==> src/rtl/vga_pattern_gen.sv <==
`default_nettype none
// ============================================================================
//  Module   : vga_pattern_gen
//  Purpose  : VGA test-pattern source. Recovers pixel column/row from the
//             rising edges of the active-region sync levels and drives one of
//             several RGB test patterns. Sync levels are re-timed by two
//             clocks so they stay aligned with the registered pixel colour.
//  Ports    : CLK          pixel clock
//             RST_N        synchronous active-low reset
//             H_sync_in    1 = horizontal active region, 0 = blanking
//             V_sync_in    1 = vertical active region, 0 = blanking
//             Pattern_sel  requested pattern, taken only at frame start
//             H_sync_out   H_sync_in delayed two clocks
//             V_sync_out   V_sync_in delayed two clocks
//             Red/Grn/Blu  pixel colour aligned with H/V_sync_out
//  Revision : 1.0  initial release
// ============================================================================
module vga_pattern_gen #(
    parameter int ACTIVE_COLS = 640,
    parameter int ACTIVE_ROWS = 480,
    parameter int COLOR_BITS  = 3
) (
    input  logic                  CLK,
    input  logic                  RST_N,
    input  logic                  H_sync_in,
    input  logic                  V_sync_in,
    input  logic [2:0]            Pattern_sel,
    output logic                  H_sync_out,
    output logic                  V_sync_out,
    output logic [COLOR_BITS-1:0] Red,
    output logic [COLOR_BITS-1:0] Grn,
    output logic [COLOR_BITS-1:0] Blu
);

    localparam logic [9:0]            c_cnt_max  = 10'h3FF;
    localparam logic [9:0]            c_cols     = 10'(ACTIVE_COLS);
    localparam logic [9:0]            c_rows     = 10'(ACTIVE_ROWS);
    localparam logic [9:0]            c_last_col = 10'(ACTIVE_COLS - 1);
    localparam logic [9:0]            c_last_row = 10'(ACTIVE_ROWS - 1);
    localparam int                    c_bar_w    = ACTIVE_COLS / 8;
    localparam logic [COLOR_BITS-1:0] c_full     = '1;
    localparam logic [COLOR_BITS-1:0] c_zero     = '0;

    localparam logic [2:0] c_pat_black  = 3'd0;
    localparam logic [2:0] c_pat_white  = 3'd1;
    localparam logic [2:0] c_pat_bars   = 3'd2;
    localparam logic [2:0] c_pat_check  = 3'd3;
    localparam logic [2:0] c_pat_grad   = 3'd4;
    localparam logic [2:0] c_pat_border = 3'd5;

    // Stage-1 sync samples: h1/v1 current, h2/v2 one clock older.
    logic       r_h1, r_h2, r_v1, r_v2;
    logic [9:0] r_col, r_row;
    logic [2:0] r_pat;

    logic                  w_h_rise, w_v_rise;
    logic [9:0]            w_col_nxt, w_row_nxt;
    logic [2:0]            w_pat_nxt;
    logic                  w_vis;
    logic                  w_border;
    logic [2:0]            w_bar;
    logic [COLOR_BITS-1:0] w_red, w_grn, w_blu;

    assign w_h_rise = r_h1 & ~r_h2;
    assign w_v_rise = r_v1 & ~r_v2;

    // Counters saturate instead of wrapping so that a missing sync rise
    // parks the position outside the visible area and blanks the output.
    always_comb begin
        w_col_nxt = r_col;
        if (w_h_rise) begin
            w_col_nxt = 10'd0;
        end else if (r_col != c_cnt_max) begin
            w_col_nxt = r_col + 10'd1;
        end
    end

    // Frame start wins over line start so the first line of a frame is row 0.
    always_comb begin
        w_row_nxt = r_row;
        if (w_v_rise) begin
            w_row_nxt = 10'd0;
        end else if (w_h_rise && (r_row != c_cnt_max)) begin
            w_row_nxt = r_row + 10'd1;
        end
    end

    assign w_pat_nxt = w_v_rise ? Pattern_sel : r_pat;

    // r_col/r_row describe the pixel whose sync level currently sits in h2/v2.
    assign w_vis = r_h2 & r_v2 & (r_col < c_cols) & (r_row < c_rows);

    assign w_border = (r_col == 10'd0) | (r_col == c_last_col) |
                      (r_row == 10'd0) | (r_row == c_last_row);

    // Bar index by threshold comparison; the last threshold passed wins.
    always_comb begin
        w_bar = 3'd0;
        for (int i = 1; i < 8; i++) begin
            if (32'(r_col) >= 32'(i * c_bar_w)) begin
                w_bar = 3'(i);
            end
        end
    end

    always_comb begin
        w_red = c_zero;
        w_grn = c_zero;
        w_blu = c_zero;
        case (r_pat)
            c_pat_black: ;
            c_pat_white: begin
                w_red = c_full;
                w_grn = c_full;
                w_blu = c_full;
            end
            c_pat_bars: begin
                w_red = w_bar[0] ? c_full : c_zero;
                w_grn = w_bar[1] ? c_full : c_zero;
                w_blu = w_bar[2] ? c_full : c_zero;
            end
            c_pat_check: begin
                if (r_col[5] ^ r_row[5]) begin
                    w_red = c_full;
                    w_grn = c_full;
                    w_blu = c_full;
                end
            end
            c_pat_grad: begin
                w_red = r_col[6 +: COLOR_BITS];
                w_grn = r_row[5 +: COLOR_BITS];
            end
            c_pat_border: begin
                w_blu = c_full;
                if (w_border) begin
                    w_red = c_full;
                    w_grn = c_full;
                end
            end
            default: ;
        endcase
    end

    always_ff @(posedge CLK) begin
        if (!RST_N) begin
            r_h1       <= 1'b0;
            r_h2       <= 1'b0;
            r_v1       <= 1'b0;
            r_v2       <= 1'b0;
            r_col      <= c_cnt_max;
            r_row      <= c_cnt_max;
            r_pat      <= c_pat_black;
            H_sync_out <= 1'b0;
            V_sync_out <= 1'b0;
            Red        <= c_zero;
            Grn        <= c_zero;
            Blu        <= c_zero;
        end else begin
            r_h1       <= H_sync_in;
            r_h2       <= r_h1;
            r_v1       <= V_sync_in;
            r_v2       <= r_v1;
            r_col      <= w_col_nxt;
            r_row      <= w_row_nxt;
            r_pat      <= w_pat_nxt;
            H_sync_out <= r_h2;
            V_sync_out <= r_v2;
            Red        <= w_vis ? w_red : c_zero;
            Grn        <= w_vis ? w_grn : c_zero;
            Blu        <= w_vis ? w_blu : c_zero;
        end
    end

endmodule
`default_nettype wire

==> config.mk <==
export PLATFORM = sky130hd
export DESIGN_NAME = vga_pattern_gen
export DESIGN_NICKNAME = d
export VERILOG_FILES = /design/src/rtl/vga_pattern_gen.sv
export SDC_FILE = /design/constraint.sdc
export NUM_CORES = 1
export LEC_CHECK = 0
export CORE_MARGIN = 10
export CORE_UTILIZATION = 40
export CTS_CLUSTER_DIAMETER = 30
export CTS_CLUSTER_SIZE = 10
export DETAILED_ROUTE_END_ITERATION = 12
export DONT_BUFFER_PORTS = 1
export GPL_TIMING_DRIVEN = 0
export HOLD_SLACK_MARGIN = 0.03
export SLEW_MARGIN = 20
export SYNTH_ARGS = -nofsm -noshare
export SYNTH_HDL_FRONTEND = slang
export SYNTH_SLANG_ARGS = --single-unit
==> constraint.sdc <==
create_clock -name CLK -period 2.1 [get_ports CLK]
set_input_delay 0.315 -clock CLK [delete_from_list [all_inputs] [get_ports CLK]]
set_output_delay 0.315 -clock CLK [all_outputs]
set_load 0.02 [all_outputs]
Word level (Yosys, flattened, before mapping)
Index checks and enable logic that the tools add are counted.

Add/sub/neg operators: 2. Multipliers: 0. Div/mod/pow operators: 0. Magnitude comparators: 9. Equality and inequality tests: 9. Shift operators: 0. Muxes and demuxes: 19. Bitwise logic cells: 11. Reductions and logical operators: 7.

Operator list (count): $mux 10 (4); $mux 3 (11); $ge 10x9->1 const B (3); $pmux 3 s5 (2); $add 10x1->10 const B (2); $ge 10x8->1 const B (2); $logic_not 10->1 (2); $ne 10x10->1 const B (2); $eq 10x10->1 const B (1); $eq 10x9->1 const B (1); $ge 10x10->1 const B (1); $ge 10x7->1 const B (1); $lt 10x10->1 const B (1); $lt 10x9->1 const B (1); $pmux 3 s3 (1); $eq 3x2->1 const B (2); $eq 3x3->1 const B (2); $and 1x1->1 (5); $reduce_bool 2->1 (2); $eq 3x1->1 const B (1); $or 1x1->1 (3); $not 1->1 (2); $reduce_and 2->1 (1); $reduce_or 2->1 (1); 3 further kinds (3).

Bits in registers: 38. Latch bits: 0. Memory bits (writable): 0. ROM bits: 0. Bits of input ports: 7. Output and inout bits: 11. Logic and storage cells: 69. Memories: 0.

Depth between registers and ports, before layout
Word-level depth: 10. Gate-level depth with buffers: 7. Depth with buffers taken out: 7.

Least setup slack after synthesis
Ideal clock, no wire load.

Path kind: reg2reg. Start point: register r_col[0]. End point: register r_col[5]. Setup time: 0.129 ns. Arrival: 1.624 ns. Data required time: 1.971 ns. Setup slack: 0.347 ns. Cell stages (with the launch flop): 8. Cell sequence: dfxtp_1 -> ha_1 -> nand3_1 -> or4_4 -> buf_6 -> nand4_1 -> xor2_1 -> o21ai_1.

Cells in the longest elaborated chain, start to end: 3.

RTL lines: start: declaration (RTL line 53) `logic [9:0] r_col, r_row;`; start signal: assignment (RTL line 150) `r_col <= c_cnt_max;`; start signal: assignment (RTL line 163) `r_col <= w_col_nxt;`; $add 10x1->10 (RTL line 74) `w_col_nxt = r_col + 10'd1;`; $mux 10 (RTL line 73) `end else if (r_col != c_cnt_max) begin`; $mux 10 (RTL line 71) `if (w_h_rise) begin`.

Several ways; a longest one is shown, not always the timed one. The select of a mux whose other input is x is not followed. A chain may end at the register's enable or synchronous reset.

Worst setup path in the final report
Ends and elaborated chain as after synthesis.

==> results.yml <==
status:
  status: "complete, no violations"
synthesis:
  yosysSeqAreaShare_pct: 38.8
  async_reset_ff_share_pct: 0
  ys_types: 47
  synthFlopType: "dfxtp_1"
  yosys.area.top_type: "dfxtp_1"
  yosysTopAreaCellShare_pct: 38.8
  syn-num-nets: 223
  synth_seq_cells: 36
  syn_area_per_cell_um2: 8.76
  yosysWarnings: 0
  synth_most_common_cell: "dfxtp_1"
  synth_common_cells: "dfxtp_1 (36), o21ai_0 (19), nand2_1 (17), nand3_1 (10)"
  synth_area_mm2: 0.00186
  ys_top_cells_by_area: "dfxtp_1 (39%), o21ai_0 (5.1%), xor2_1 (3.8%)"
  synth_edf_count: 0
  syn_inst: 212
timing:
  slew_violations: 0
  setup_viol: 0
  fin_crit_sh_pct: 90.8
  relSlewSlack_pct: 58.4
  finalCriticalPeriod_ns: 1.91
  hold_viol: 0
  tns_ns: 0
  rsz0062_at_grt: "false"
  worst_slew_pin_slew_ns: 0.623
  skew_ns: 0.00915
  fmax_mhz: 524
route:
  drt-initial-drc-count: 97
  wl_per_cell_um: 13.7
  routed_wl_um: 3720
  firstDrtPassIters: 4
  vias_per_cell: 5.28
  drc: 0
  vias: 1437
  ant_nets: 0
floorplan:
  rows: 24
  core-area_mm2: 0.00441
  start_util_pct: 42.1
  die_h_um: 88.1
  die_area_mm2: 0.00777
  dieWidth_um: 88.1
  io_pins: 18
place:
  dpl.hpwl_um: 2680
  gp_congestion: 0.785
  place_area_mm2: 0.00192
  portBuffers: 0
clocking:
  tritoncts: "built"
  post_cts_buffers: 0
  cts_hold_buf: 0
  cts_sinks: 36
  clock_path_buffers: 2
  cts-root-buf: "clkbuf_8"
  cts_resized: 0
  cts-buffers-inserted: 5
  clkLatencyLatePin_ns: 0.29
  htreeDepth: 2
  clkSlewWorstSetupHoldPaths_ns: 0.08
critical_path:
  reg2reg_slack_ns: 0.19
  worst-path-max-fanout: 10
  critPathKind: "flop to flop"
  critPathRequiredTime_ns: 2.26
  start_kind: "flop"
  crit_end: "r_col[5]"
  crit_start: "r_col[0]"
  reg2reg_to: "r_col[5]"
  crit_arrival_ns: 2.07
  r2r_cells: 7
  reg2reg_from: "r_col[0]"
  critPathCaptureType: "flop"
grt:
  grt_pass1_wl_um: 6560
  first_global_vias: 1357
  grt_antenna_before_repair: 0
  grt_max_degree: 14
  grt-ovfl-total: 0
  grt_use_total_pct: 10.4
power_and_ir_drop:
  ir_drop_mv: 0.428
  power.leakage_nw: 0.791
  p_per_area_mw_per_mm2: 888
final_layout:
  nets: 230
  num-fill-cells: 457
  synthToLayoutAreaGrowth_pct: 8.49
  diodes: 0
  drive_gt1_share_pct: 12.7
  fin_util_pct: 45.6
  stdcell_area_mm2: 0.00201
min_path:
  hold_class: "input pin to flop"
  min_from: "H_sync_in"
job:
  max_cap_viol_count: 0
routing by layer:
layer / share of wire (%) / wire length (um) / track usage (%) / vias up
met5: 0 / 0 / 0 / -
li1: - / - / - / 763
met1: 51 / 1900 / 13.8 / 647
met2: 41 / 1530 / 15.1 / 23
met3: 6.3 / 235 / 3.90 / 4
met4: 1.3 / 50 / 3.85 / 0
cell usage in the layout (no fill, tap or decap), types with 6 or more instances in the layout:
cell type and n:
o21ai_1 7, nand2_1 17, xor2_1 8, nand3_1 10, o21ai_0 19, dfxtp_1 36
a31oi_1 6, inv_1 7, xnor2_1 6, nor2_1 8, a21oi_1 7, nand4_1 6
and2_1 6, clkbuf_8 8
power breakdown:
group | leakage (nW) | switching, mW | internal, mW
clock network | 0.0404 | 0.258 | 0.235
registers | 0.297 | 0.0697 | 0.752
logic | 0.453 | 0.259 | 0.215
total | 0.791 | 0.586 | 1.20
critical path: stages (launching register included):
cell and delay, ns:
dfxtp_1 0.41, ha_1 0.23, nand3_1 0.12, or4_4 0.53, buf_6 0.16, nand4_1 0.10, xor2_1 0.16, o21ai_1 0.07
worst min path at each step:
stage,cells past startpoint,endpoint
after global placement,1,r_v2
after CTS,1,r_h1
after detailed placement,1,r_v2
final,1,r_h1
after floorplan,1,r_v2
after global routing,1,r_h1
state kept, by name (all words and copies together) (netlist names):
register    cells
Grn             3
r_row          10
V_sync_out      1
r_v2            1
r_pat           3
Blu             1
H_sync_out      1
r_v1            1
r_h2            1
r_col          10
r_h1            1
Red             3
final cells by class:
type,count,area [um2],share of cell area [%]
clock buffer,5,68.8,3.42
inverter,7,26.3,1.30
tap,52,65.1,3.23
multi-input combinational,153,987,49.0
buffer,16,123,6.09
clock inverter,3,23.8,1.18
sequential,36,721,35.8
cell families (layout without fill, tap and decap cells):
group | after synthesis | count (layout) | synth area share, %
compound gates | 49 | 49 | 15.6
xor+xnor | 14 | 14 | 6.60
simple gates | 80 | 80 | 25.1
mux | 5 | 5 | 2.70
flops | 36 | 36 | 38.8
buf+inv | 23 | 31 | 8.02
fa+ha+maj | 5 | 5 | 3.23
stage by stage:
| stage | power (mW) | cells | hold WS (ns) | worst slack (ns) |
|---|---|---|---|---|
| 2_1_floorplan | 1.22 | 212 | 0.421 | 0.347 |
| 3_3_place_gp | 1.30 | 264 | 0.427 | 0.238 |
| 3_5_place_dp | 1.31 | 264 | 0.444 | 0.235 |
| 4_1_cts | 1.81 | 272 | 0.141 | 0.212 |
| 5_1_grt | 1.93 | 272 | 0.148 | 0.0292 |
| 6_report | 1.79 | 272 | 0.151 | 0.193 |
No activity file was read; power rests on OpenSTA's default activity.
